File: config.mk
export PLATFORM = sky130hd
export DESIGN_NAME = uart_tx_queue
export DESIGN_NICKNAME = d
export VERILOG_FILES = /design/src/rtl/uart_tx_queue.sv
export SDC_FILE = /design/constraint.sdc
export NUM_CORES = 1
export LEC_CHECK = 0
export BUFFER_PORTS_ARGS = -buffer_cell sky130_fd_sc_hd__buf_2
export CAP_MARGIN = 20
export CELL_PAD_IN_SITES_DETAIL_PLACEMENT = 0
export CELL_PAD_IN_SITES_GLOBAL_PLACEMENT = 1
export CORE_ASPECT_RATIO = 0.7
export CORE_MARGIN = 4
export CORE_UTILIZATION = 46
export DETAILED_ROUTE_END_ITERATION = 10
export PLACE_DENSITY_LB_ADDON = 0.1
export SLEW_MARGIN = 15
export SYNTH_ARGS = -nofsm -noshare
export SYNTH_HDL_FRONTEND = slang
export SYNTH_SLANG_ARGS = --single-unit
File: constraint.sdc
create_clock -name in_clk -period 2.5 [get_ports in_clk]
set_input_delay 0.375 -clock in_clk [delete_from_list [all_inputs] [get_ports in_clk]]
set_output_delay 0.375 -clock in_clk [all_outputs]
set_load 0.01 [all_outputs]
File: src/rtl/uart_tx_queue.sv
// Buffered front end for the 6-bit UART transmitter: a FIFO feeding a launch/wait sequencer.
// Optional inter-frame gap state is enabled by defining UART_TXQ_GAP_EN.
//
//   state    | meaning
//   Q_IDLE   | waiting for a queued word and an idle transmitter
//   Q_LAUNCH | start pulse out, FIFO head popped at the end of this cycle
//   Q_WAIT   | frame in flight, waiting for the transmitter's done pulse
//   Q_GAP    | extra stop time after done (UART_TXQ_GAP_EN only)
module uart_tx_queue #(
   parameter int DEPTH          = 16,
   parameter int DEPTH_LOG2     = 4,
   parameter int GAP_TICKS      = 243,
   parameter int GAP_TICKS_SIZE = 8
) (
   input  logic                  in_clk,
   input  logic                  in_rst,
   input  logic                  in_wr_valid,
   input  logic [5:0]            in_wr_data,
   output logic                  out_wr_ready,
   output logic [DEPTH_LOG2:0]   out_level,
   output logic                  out_empty,
   output logic                  out_overflow,
   input  logic                  in_ovf_clear,
   output logic                  out_tx_start,
   output logic [5:0]            out_tx_data,
   input  logic                  in_tx_busy,
   input  logic                  in_tx_done,
   output logic                  out_idle
);

   if (DEPTH < 2 || DEPTH != (1 << DEPTH_LOG2)) begin : g_bad_depth
      $error("uart_tx_queue: DEPTH must be a power of two >= 2 matching DEPTH_LOG2");
   end
   if (GAP_TICKS < 1 || GAP_TICKS_SIZE < 1) begin : g_bad_gap
      $error("uart_tx_queue: GAP_TICKS and GAP_TICKS_SIZE must be positive");
   end

   localparam logic [DEPTH_LOG2:0]   FULL_LVL = (DEPTH_LOG2+1)'(DEPTH);
   localparam logic [DEPTH_LOG2:0]   LVL_ONE  = (DEPTH_LOG2+1)'(1);
   localparam logic [DEPTH_LOG2-1:0] PTR_ONE  = DEPTH_LOG2'(1);

   typedef enum logic [1:0] {
      Q_IDLE   = 2'd0,
      Q_LAUNCH = 2'd1,
`ifdef UART_TXQ_GAP_EN
      Q_WAIT   = 2'd2,
      Q_GAP    = 2'd3
`else
      Q_WAIT   = 2'd2
`endif
   } state_t;

   logic [5:0]            mem [DEPTH];
   logic [DEPTH_LOG2-1:0] wr_ptr;
   logic [DEPTH_LOG2-1:0] rd_ptr;
   logic [DEPTH_LOG2:0]   level;
   state_t                state;
   logic                  push;
   logic                  pop;

`ifdef UART_TXQ_GAP_EN
   localparam logic [GAP_TICKS_SIZE-1:0] GAP_LAST = GAP_TICKS_SIZE'(GAP_TICKS - 1);
   localparam logic [GAP_TICKS_SIZE-1:0] GAP_ONE  = GAP_TICKS_SIZE'(1);
   logic [GAP_TICKS_SIZE-1:0] gap_cnt;
`endif

   // Ready is decoded from the registered level, so a pop in the same cycle cannot free a slot.
   assign out_wr_ready = (level != FULL_LVL);
   assign out_empty    = (level == '0);
   assign out_level    = level;
   assign push         = in_wr_valid && out_wr_ready;
   assign pop          = (state == Q_LAUNCH);
   assign out_tx_start = pop;
   assign out_idle     = (state == Q_IDLE) && out_empty;

   always_ff @(posedge in_clk) begin
      if (push) mem[wr_ptr] <= in_wr_data;
   end

   always_ff @(posedge in_clk) begin
      if (in_rst) begin
         wr_ptr       <= '0;
         rd_ptr       <= '0;
         level        <= '0;
         out_overflow <= 1'b0;
      end else begin
         if (push) wr_ptr <= wr_ptr + PTR_ONE;
         if (pop)  rd_ptr <= rd_ptr + PTR_ONE;
         if (push && !pop)      level <= level + LVL_ONE;
         else if (pop && !push) level <= level - LVL_ONE;
         if (in_ovf_clear)                     out_overflow <= 1'b0;
         else if (in_wr_valid && !out_wr_ready) out_overflow <= 1'b1;
      end
   end

   always_ff @(posedge in_clk) begin
      if (in_rst) begin
         state       <= Q_IDLE;
         out_tx_data <= '0;
`ifdef UART_TXQ_GAP_EN
         gap_cnt     <= '0;
`endif
      end else begin
         case (state)
            Q_IDLE: begin
               if (!out_empty && !in_tx_busy) begin
                  state       <= Q_LAUNCH;
                  out_tx_data <= mem[rd_ptr];
               end
            end
            Q_LAUNCH: state <= Q_WAIT;
            Q_WAIT: begin
`ifdef UART_TXQ_GAP_EN
               if (in_tx_done) state <= Q_GAP;
`else
               if (in_tx_done) state <= Q_IDLE;
`endif
            end
`ifdef UART_TXQ_GAP_EN
            Q_GAP: begin
               if (gap_cnt == GAP_LAST) begin
                  gap_cnt <= '0;
                  state   <= Q_IDLE;
               end else begin
                  gap_cnt <= gap_cnt + GAP_ONE;
               end
            end
`endif
            default: state <= Q_IDLE;
         endcase
      end
   end

endmodule

==> flow_metrics.env, run 1 <==
export IMPL_postSynthAreaPerCell_sq_um=14.8
export IMPL_io_pins=28
export IMPL_hold_path_class="in -> reg"
export IMPL_antenna_found_initial=0
export IMPL_power_density_nw_per_um2=989
export IMPL_yosysSeqAreaShare_pct=68.4
export IMPL_postCtsHoldBufs=0
export IMPL_ys_warn_count=0
export IMPL_dp_hpwl_mm=6.94
export IMPL_first_pass_iters=6
export IMPL_syn_area_sq_um=4860
export IMPL_die_w_um=131
export IMPL_end_kind="register"
export IMPL_dieArea_sq_um=12300
export IMPL_max_slew_worst_pin_slew_ps=633
export IMPL_routed_wl_mm=10.1
export IMPL_nFillCells=856
export IMPL_crit_fanout=5
export IMPL_critical_path_required_ps=2800
export IMPL_crit_slowest_cell="nor4_4"
export IMPL_grt_pass1_wl_mm=15.8
export IMPL_pre_cts_ws_ps=1.92
export IMPL_timing_worst_setup_path_type="reg -> reg"
export IMPL_cts_tree="yes"
export IMPL_htreeDepth=4
export IMPL_drc=0
export IMPL_wire_per_inst_um=19.6
export IMPL_period_share_pct=95.3
export IMPL_rsz0062_at_grt="no"
export IMPL_finClkSkew_ps=9.22
export IMPL_start_util_pct=47.1
export IMPL_setup_viol=0
export IMPL_outcome="complete, no violations"
export IMPL_yosys_cell_types_count=42
export IMPL_drv_cap=0
export IMPL_grt_start_max_net_pins=37
export IMPL_ys_seq_elements=118
export IMPL_rows=31
export IMPL_arrival_ps=2680
export IMPL_relSlewSlack_pct=57.6
export IMPL_synth_edff_count=96
export IMPL_clockRootBuffer="clkbuf_16"
export IMPL_cp_slowest_stage_delay_ps=370
export IMPL_tns_ps=0
export IMPL_irDropWorstVdd_mv=0.464
export IMPL_path_cells="nor4_4 > a21boi_2 > ha_2 > inv_2 > ha_1 > a21o_1 > a21oi_2 > mux2i_1 > mux2_2"
export IMPL_drive_gt1_share_pct=24.1
export IMPL_clk_pin_slew_worst_paths_ps=50
export IMPL_num_vias=2777
export IMPL_clock_latency_ps=410
export IMPL_n_antenna_cell=0
export IMPL_synth_nets=351
export IMPL_fp_dieH_um=94.0
export IMPL_mostFrequentLayoutCells="edfxtp_1, mux2i_1, nor2_1"
export IMPL_numPortBuffers=27
export IMPL_cts_buffer_depth=2
export IMPL_drt_iter0_markers=228
export IMPL_coreArea_sq_um=10300
export IMPL_fin_area_sq_um=5760
export IMPL_vias_per_cell=5.36
export IMPL_gp_congestion=0.736
export IMPL_slew_violations=0
export IMPL_grt_ovfl_total=0
export IMPL_track_usage_pct=18.2
export IMPL_synth_top_flop_cell="edfxtp_1"
export IMPL_final_common_cell="edfxtp_1"
export IMPL_timing_fmax_mhz=420
export IMPL_period_minus_slack_ps=2380
export IMPL_numCtsBuffers=17
export IMPL_async_reset_ff_share_pct=0
export IMPL_grt_pass1_vias=2645
export IMPL_setup_ws_ps=117
export IMPL_syn_to_final_growth_pct=18.7
export IMPL_post_route_util_pct=55.9
export IMPL_cts_setup_buffers=0
export IMPL_synthCells=328
export IMPL_cp_start_kind="register"
export IMPL_hold_viol=0
export IMPL_antenna_left=0
export IMPL_dpl_cell_area_sq_um=5210
export IMPL_layout_nets=396
export IMPL_p_leak_nw=2.00
export IMPL_cts_sinks=118
==> path summary, 6_finish.rpt <==
check	from	end	slack [ps]	depth (start not counted)
max	out_level[0]	out_level[4]	120	9
min	in_ovf_clear	out_overflow	130	2
max reg2reg	out_level[0]	out_level[4]	120	9
min reg2reg	out_tx_data[1]	out_tx_data[1]	450	2
==> registers in the layout, indices dropped and copies added, names as in the netlist <==
| signal | count |
|---|---|
| mem | 96 |
| out_tx_data | 6 |
| out_level | 5 |
| rd_ptr | 4 |
| wr_ptr | 4 |
| state | 2 |
| out_overflow | 1 |
==> critical path, delay by kind of cell, from the launching register on <==
kind | cells | cell delay (ps)
mux | 2 | 560
fa+ha+maj | 2 | 460
compound gates | 3 | 450
simple gates | 1 | 370
flops | 1 | 330
buf+inv | 1 | 100
==> cell usage after synthesis (2+ instances only) <==
| cell type | instances | area [sq um] |
|---|---|---|
| nor2b_1 | 2 | 12.5 |
| nand2_1 | 13 | 48.8 |
| clkbuf_1 | 7 | 26.3 |
| a31oi_1 | 2 | 12.5 |
| nor4_1 | 2 | 12.5 |
| o21ai_0 | 2 | 10.0 |
| nor2_1 | 34 | 128 |
| nand4_1 | 2 | 12.5 |
| buf_6 | 2 | 22.5 |
| a21o_1 | 2 | 15.0 |
| xnor2_1 | 2 | 17.5 |
| dfxtp_1 | 22 | 440 |
| edfxtp_1 | 96 | 2880 |
| o22ai_1 | 15 | 93.8 |
| or3b_2 | 2 | 17.5 |
| mux2i_1 | 39 | 390 |
| nand3b_1 | 2 | 15.0 |
| nor3_1 | 10 | 50.1 |
| o221ai_1 | 2 | 17.5 |
| buf_4 | 5 | 37.5 |
| or3_1 | 2 | 12.5 |
| ha_1 | 10 | 125 |
| a31o_2 | 3 | 26.3 |
| inv_1 | 8 | 30.0 |
| buf_2 | 3 | 15.0 |
| o21ai_1 | 3 | 15.0 |
| a21oi_1 | 6 | 30.0 |
| nand2b_1 | 2 | 12.5 |
| mux4_2 | 6 | 135 |
| nand3_1 | 4 | 20.0 |
| xor2_1 | 7 | 61.3 |
==> where the power goes <==
group          switching, mW  internal, mW  total [mW]
Sequential            0.0872          2.26        2.35
Clock                  0.797          1.44        2.23
Combinational          0.634         0.485        1.12
Total                   1.52          4.18        5.70
==> cell type report <==
class / count / area (sq um) / area share, %
Inverter: 8 / 30.0 / 0.521
Sequential cell: 118 / 3320 / 57.7
Tap cell: 132 / 165 / 2.87
Multi-Input combinational cell: 183 / 1410 / 24.5
Timing Repair Buffer: 45 / 283 / 4.91
Clock buffer: 19 / 433 / 7.51
Clock inverter: 13 / 114 / 1.98
==> metrics by stage <==
step	cells	hold WS, ps	total power, mW
6_report	518	126	5.70
5_1_grt	518	119	5.96
3_3_place_gp	486	431	3.49
4_1_cts	518	112	5.72
2_1_floorplan	328	454	3.08
3_5_place_dp	486	443	3.49
==> layer usage <==
layer	GRT usage, %	wire (um)	vias up
met5	0	0	-
met4	4.37	51	0
met3	6.02	704	7
met2	23.6	4250	85
met1	28.9	5140	1360
li1	-	-	1325
==> kinds of logic (layout without fill, tap and decap cells) <==
logic type,count (synthesis),in the layout,synth area share [%]
multiplexers,46,46,11.1
buffers and inverters,27,85,2.89
flip-flops,118,118,68.4
AND/OR/NAND/NOR,79,79,7.86
XOR/XNOR,9,9,1.62
AO/OA/AOI/OAI,38,38,5.15
adder cells (fa/ha/maj),11,11,2.99
==> timing repair <==
action,CTS,global route
pin swaps,1,1
gates cloned,0,0
resized for setup,1,2
setup endpoints to repair,1,1
Power figures use the tool's default switching activity.
==> inputs of run 2 (changes only) <==
Settings changed: MAX_ROUTING_LAYER from default to met4.
==> run 2 against run 1 <==
  * Sequential power barely moved
  * Power fell by 0.17%
  * Utilization did not move
  * Via count barely moved
  * Non-clock buffer count did not move
  * First-iteration DRC count rose by 23%
  * Worst hold slack improved by 4.1 ps
==> flow_metrics.env, run 2 (synthesis results as in run 1) <==
export IMPL_outcome="complete, no violations"
export IMPL_mostFrequentLayoutCells="edfxtp_1, mux2i_1, nor2_1"
export IMPL_grt_ovfl_total=0
export IMPL_setup_viol=0
export IMPL_num_vias=2776
export IMPL_largest_register_ffs=96
export IMPL_drive_gt1_share_pct=24.1
export IMPL_end_kind="register"
export IMPL_fin_cells=518
export IMPL_holdPathStages=2
export IMPL_drc=0
export IMPL_vias_per_cell=5.36
export IMPL_wirelength_met1_mm=5.35
export IMPL_r2r_setup_slack_ps=120
export IMPL_grt_pass1_wl_mm=15.8
export IMPL_gp_congestion=0.745
export IMPL_cts_buffer_depth=2
export IMPL_die_w_um=131
export IMPL_cts_tree="yes"
export IMPL_io_pins=28
export IMPL_clk_pin_slew_worst_paths_ps=50
export IMPL_finClkSkew_ps=11.6
export IMPL_dieArea_sq_um=12300
export IMPL_r2r_start="out_level[0]"
export IMPL_period_share_pct=95.2
export IMPL_grt_pass1_vias=2635
export IMPL_cp_start_kind="register"
export IMPL_drt_iter0_markers=280
export IMPL_rsz0062_at_grt="no"
export IMPL_final_common_cell="edfxtp_1"
export IMPL_htreeDepth=4
export IMPL_slew_violations=0
export IMPL_fin_area_sq_um=5760
export IMPL_hold_path_class="in -> reg"
export IMPL_rr_endpoint="out_level[4]"
export IMPL_start_util_pct=47.1
export IMPL_timing_worst_setup_path_type="reg -> reg"
export IMPL_wire_per_inst_um=19.6
export IMPL_dp_hpwl_mm=6.94
export IMPL_antenna_left=0
export IMPL_coreArea_sq_um=10300
export IMPL_rows=31
export IMPL_drv_cap=0
export IMPL_dpl_cell_area_sq_um=5210
export IMPL_tns_ps=0
export IMPL_power_density_nw_per_um2=988
export IMPL_routed_wl_mm=10.2
export IMPL_numCtsBuffers=17
export IMPL_worstHoldStart="in_ovf_clear"
export IMPL_clockRootBuffer="clkbuf_16"
export IMPL_layout_nets=396
export IMPL_track_usage_pct=18.7
export IMPL_fp_dieH_um=94.0
export IMPL_arrival_ps=2680
export IMPL_power_mw=5.69
export IMPL_crit_fanout=5
export IMPL_reg2regPathDepth=9
export IMPL_top_register="mem"
export IMPL_period_minus_slack_ps=2380
export IMPL_antenna_found_initial=0
export IMPL_relSlewSlack_pct=57.3
export IMPL_hold_viol=0
export IMPL_timing_fmax_mhz=420
export IMPL_route_met3_wl_um=536
export IMPL_nFillCells=856
export IMPL_irDropWorstVdd_mv=0.456
export IMPL_p_leak_nw=2.00
export IMPL_n_antenna_cell=0
export IMPL_numPortBuffers=27
export IMPL_critical_path_required_ps=2800
export IMPL_cts_sinks=118
export IMPL_top_layer_used="met4"
export IMPL_hold_end="out_overflow"
export IMPL_first_pass_iters=5
export IMPL_grt_start_max_net_pins=37
export IMPL_dpl_cell_count=486
export IMPL_syn_to_final_growth_pct=18.7
export IMPL_max_slew_worst_pin_slew_ps=638
export IMPL_wl_met2_mm=4.25
export IMPL_clock_latency_ps=410
[run 2: final cells by class]
class / instances / area [sq um] / share of cell area [%]
Sequential cell: 118 / 3320 / 57.7
Clock buffer: 19 / 433 / 7.51
Tap cell: 132 / 165 / 2.87
Clock inverter: 13 / 114 / 1.98
Multi-Input combinational cell: 183 / 1410 / 24.5
Inverter: 8 / 30.0 / 0.521
Timing Repair Buffer: 45 / 283 / 4.91
[run 2: per-layer routing]
metal  track usage [%]  vias to the layer above
met5                 -                        -
met4              4.62                        0
met3              5.85                        6
met2              23.6                       66
met1              29.1                     1380
li1                  -                     1324
[run 2: worst max path at each step]
stage | slack [ps] | from | cells after the start | end
2_1_floorplan | 2 | out_level[0] | 9 | out_level[4]
3_3_place_gp | 40 | out_level[0] | 9 | out_level[4]
3_5_place_dp | 2 | out_level[0] | 9 | out_level[4]
4_1_cts | 40 | out_level[2] | 9 | out_level[4]
5_1_grt | 30 | out_level[0] | 9 | out_level[4]
6_report | 120 | out_level[0] | 9 | out_level[4]
[run 2: per-stage QoR]
stage / setup slack (ps) / hold slack [ps] / utilization (%)
after global placement: 41.6 / 431 / 50.5
after detailed placement: 1.92 / 443 / 50.5
after CTS: 38.4 / 112 / 55.8
final: 120 / 130 / 55.9
after floorplan: 2.38 / 454 / -
after global routing: 29.5 / 119 / 55.9
[run 2: power by group]
part	internal, mW	total (mW)	leakage [nW]	switching [mW]
Combinational	0.485	1.12	0.684	0.632
Sequential	2.26	2.35	1.05	0.0871
Clock	1.44	2.23	0.264	0.789
Total	4.18	5.69	2.00	1.51
[run 2: what timing repair did]
action | 4_1_cts | 5_1_grt
setup buffers | 0 | 0
pin swaps | 1 | 1
hold buffers | 0 | 0
setup endpoints to repair | 1 | 1
gates cloned | 0 | 0
resized for setup | 1 | 2
[run 2: worst max-delay path, stage by stage, from the launching register on]
cell	delay [ps]
dfxtp_1	330
nor4_4	370
a21boi_2	110
ha_2	210
inv_2	100
ha_1	250
a21o_1	180
a21oi_2	160
mux2i_1	220
mux2_2	340
==> inputs of run 3 (changes only) <==
Settings changed: ABC_AREA from default to 1, ABC_CLOCK_PERIOD_IN_PS from default to 2500, CORE_UTILIZATION 46 to 43.
==> run 3 against run 2 <==
  * Largest cell class unchanged
  * Via count increased by 29%
  * Sequential share of layout area decreased by 3.1 points
  * Utilization decreased by 4.5 points
  * Critical path type unchanged
  * Global-route usage decreased by 0.17 points
  * Largest power group is now clock
==> flow_metrics.env, run 3 <==
export IMPL_outcome="complete, no violations"
export IMPL_fin_area_sq_um=6080
export IMPL_drv_cap=0
export IMPL_hold_path_class="in -> reg"
export IMPL_period_share_pct=91.6
export IMPL_htreeDepth=4
export IMPL_synth_top_flop_cell="edfxtp_1"
export IMPL_track_usage_pct=18.6
export IMPL_critical_path_required_ps=2770
export IMPL_grt_pass1_vias=3438
export IMPL_pre_cts_ws_ps=174
export IMPL_nFillCells=1099
export IMPL_fin_cells=744
export IMPL_slew_violations=0
export IMPL_numPortBuffers=27
export IMPL_num_vias=3569
export IMPL_clockRootBuffer="clkbuf_16"
export IMPL_antenna_found_initial=0
export IMPL_synth_top_cell_area_share_pct=54.8
export IMPL_cts_sinks=118
export IMPL_crit_fanout=7
export IMPL_ys_warn_count=0
export IMPL_die_w_um=140
export IMPL_relSlewSlack_pct=59.3
export IMPL_cts_setup_buffers=0
export IMPL_yosys_cell_types_count=29
export IMPL_cp_slowest_stage_delay_ps=390
export IMPL_cts_buffer_depth=2
export IMPL_yosysSeqAreaShare_pct=63.1
export IMPL_grt_start_max_net_pins=51
export IMPL_n_antenna_cell=0
export IMPL_postSynthAreaPerCell_sq_um=9.64
export IMPL_fp_dieH_um=101
export IMPL_dpl_cell_area_sq_um=5490
export IMPL_syn_area_sq_um=5270
export IMPL_synth_area_leaders="edfxtp_1, nand2_1, dfxtp_1, nand3_1, inv_1"
export IMPL_drive_gt1_share_pct=12.3
export IMPL_drc=0
export IMPL_finClkSkew_ps=11.5
export IMPL_post_route_util_pct=51.3
export IMPL_yosys_area_top_type="edfxtp_1"
export IMPL_gp_congestion=0.773
export IMPL_irDropWorstVdd_mv=0.451
export IMPL_largest_register_ffs=96
export IMPL_clock_latency_ps=410
export IMPL_wire_per_inst_um=15.9
export IMPL_ys_seq_elements=118
export IMPL_synth_nets=569
export IMPL_async_reset_ff_share_pct=0
export IMPL_routed_wl_mm=11.8
export IMPL_start_util_pct=44.4
export IMPL_critPathTopFamily="adder cells"
export IMPL_first_pass_iters=4
export IMPL_max_slew_worst_pin_slew_ps=609
export IMPL_dieArea_sq_um=14100
export IMPL_final_common_cell="nand2_1"
export IMPL_path_cells="inv_1 > nand4_2 > nand2_2 > inv_2 > ha_2 > inv_1 > ha_1 > a21oi_1 > o21ai_0 > and2_1 > o21bai_1 > a21oi_1"
export IMPL_dp_hpwl_mm=7.56
export IMPL_antenna_left=0
export IMPL_cts_tree="yes"
export IMPL_synthCells=546
export IMPL_grt_ovfl_total=0
export IMPL_grt_pass1_wl_mm=18.9
export IMPL_p_leak_nw=2.63
export IMPL_mostFrequentLayoutCells="nand2_1, edfxtp_1, inv_1"
export IMPL_io_pins=28
export IMPL_crit_slowest_cell="dfxtp_1"
export IMPL_timing_worst_setup_path_type="reg -> reg"
export IMPL_period_minus_slack_ps=2290
export IMPL_syn_to_final_growth_pct=15.5
export IMPL_numCtsBuffers=17
export IMPL_clk_pin_slew_worst_paths_ps=60
export IMPL_rsz0062_at_grt="no"
export IMPL_synth_common_cells="nand2_1, edfxtp_1, inv_1"
export IMPL_hold_viol=0
export IMPL_cp_buffers_inverters=3
export IMPL_top_register="mem"
export IMPL_end_kind="register"
export IMPL_cp_start_kind="register"
export IMPL_power_density_nw_per_um2=997
export IMPL_drt_iter0_markers=245
export IMPL_timing_fmax_mhz=437
export IMPL_setup_ws_ps=211
export IMPL_vias_per_cell=4.80
export IMPL_rows=33
export IMPL_tns_ps=0
export IMPL_synth_edff_count=96
export IMPL_setup_viol=0
export IMPL_layout_nets=597
export IMPL_arrival_ps=2560
export IMPL_dpl_cell_count=712
export IMPL_synth_most_common_cell="nand2_1"
export IMPL_coreArea_sq_um=11900
==> run 3: path summary, 6_finish.rpt <==
path / slack [ps] / cells past startpoint / from / endpoint
max: 210 / 12 / out_level[1] / out_level[4]
min: 120 / 2 / in_ovf_clear / out_overflow
max reg2reg: 210 / 12 / out_level[1] / out_level[4]
min reg2reg: 490 / 2 / out_overflow / out_overflow
==> run 3: cells by family (layout without fill, tap and decap cells) <==
| family | count (synthesis) | in the layout | synth area share (%) |
|---|---|---|---|
| buf+inv | 100 | 141 | 8.13 |
| flops | 118 | 118 | 63.1 |
| simple gates | 296 | 296 | 23.5 |
| fa+ha+maj | 11 | 11 | 2.76 |
| xor+xnor | 4 | 4 | 0.666 |
| compound gates | 17 | 17 | 1.81 |
==> run 3: timing repair <==
action	in CTS	in global routing
endpoints found under the setup margin	0	1
resized for setup	0	1
hold buffers	0	0
==> run 3: report_power, final <==
group / internal [mW] / switching [mW]
logic: 0.439 / 0.876
clock network: 1.49 / 0.904
registers: 2.26 / 0.0909
total: 4.19 / 1.87
==> run 3: per-stage QoR <==
| step | hold slack, ps | power (mW) |
|---|---|---|
| after floorplan | 454 | 3.34 |
| after global placement | 478 | 3.71 |
| after detailed placement | 486 | 3.72 |
| after CTS | 104 | 6.12 |
| after global routing | 103 | 6.40 |
| final | 125 | 6.06 |
==> run 3: cell type report <==
type | count | area, sq um | share of cell area (%)
Multi-Input combinational cell | 328 | 1520 | 24.9
Clock buffer | 19 | 475 | 7.82
Inverter | 78 | 293 | 4.81
Timing Repair Buffer | 31 | 165 | 2.71
Sequential cell | 118 | 3320 | 54.6
Clock inverter | 13 | 114 | 1.87
Tap cell | 157 | 196 | 3.23
==> run 3: layer usage <==
metal | track usage, % | vias up | part of all wire, %
met4 | 6.92 | 0 | 0.75
li1 | - | 1822 | -
met1 | 25.8 | 1663 | 49
met2 | 26.5 | 77 | 45
met5 | - | - | 0
met3 | 4.55 | 7 | 5.3
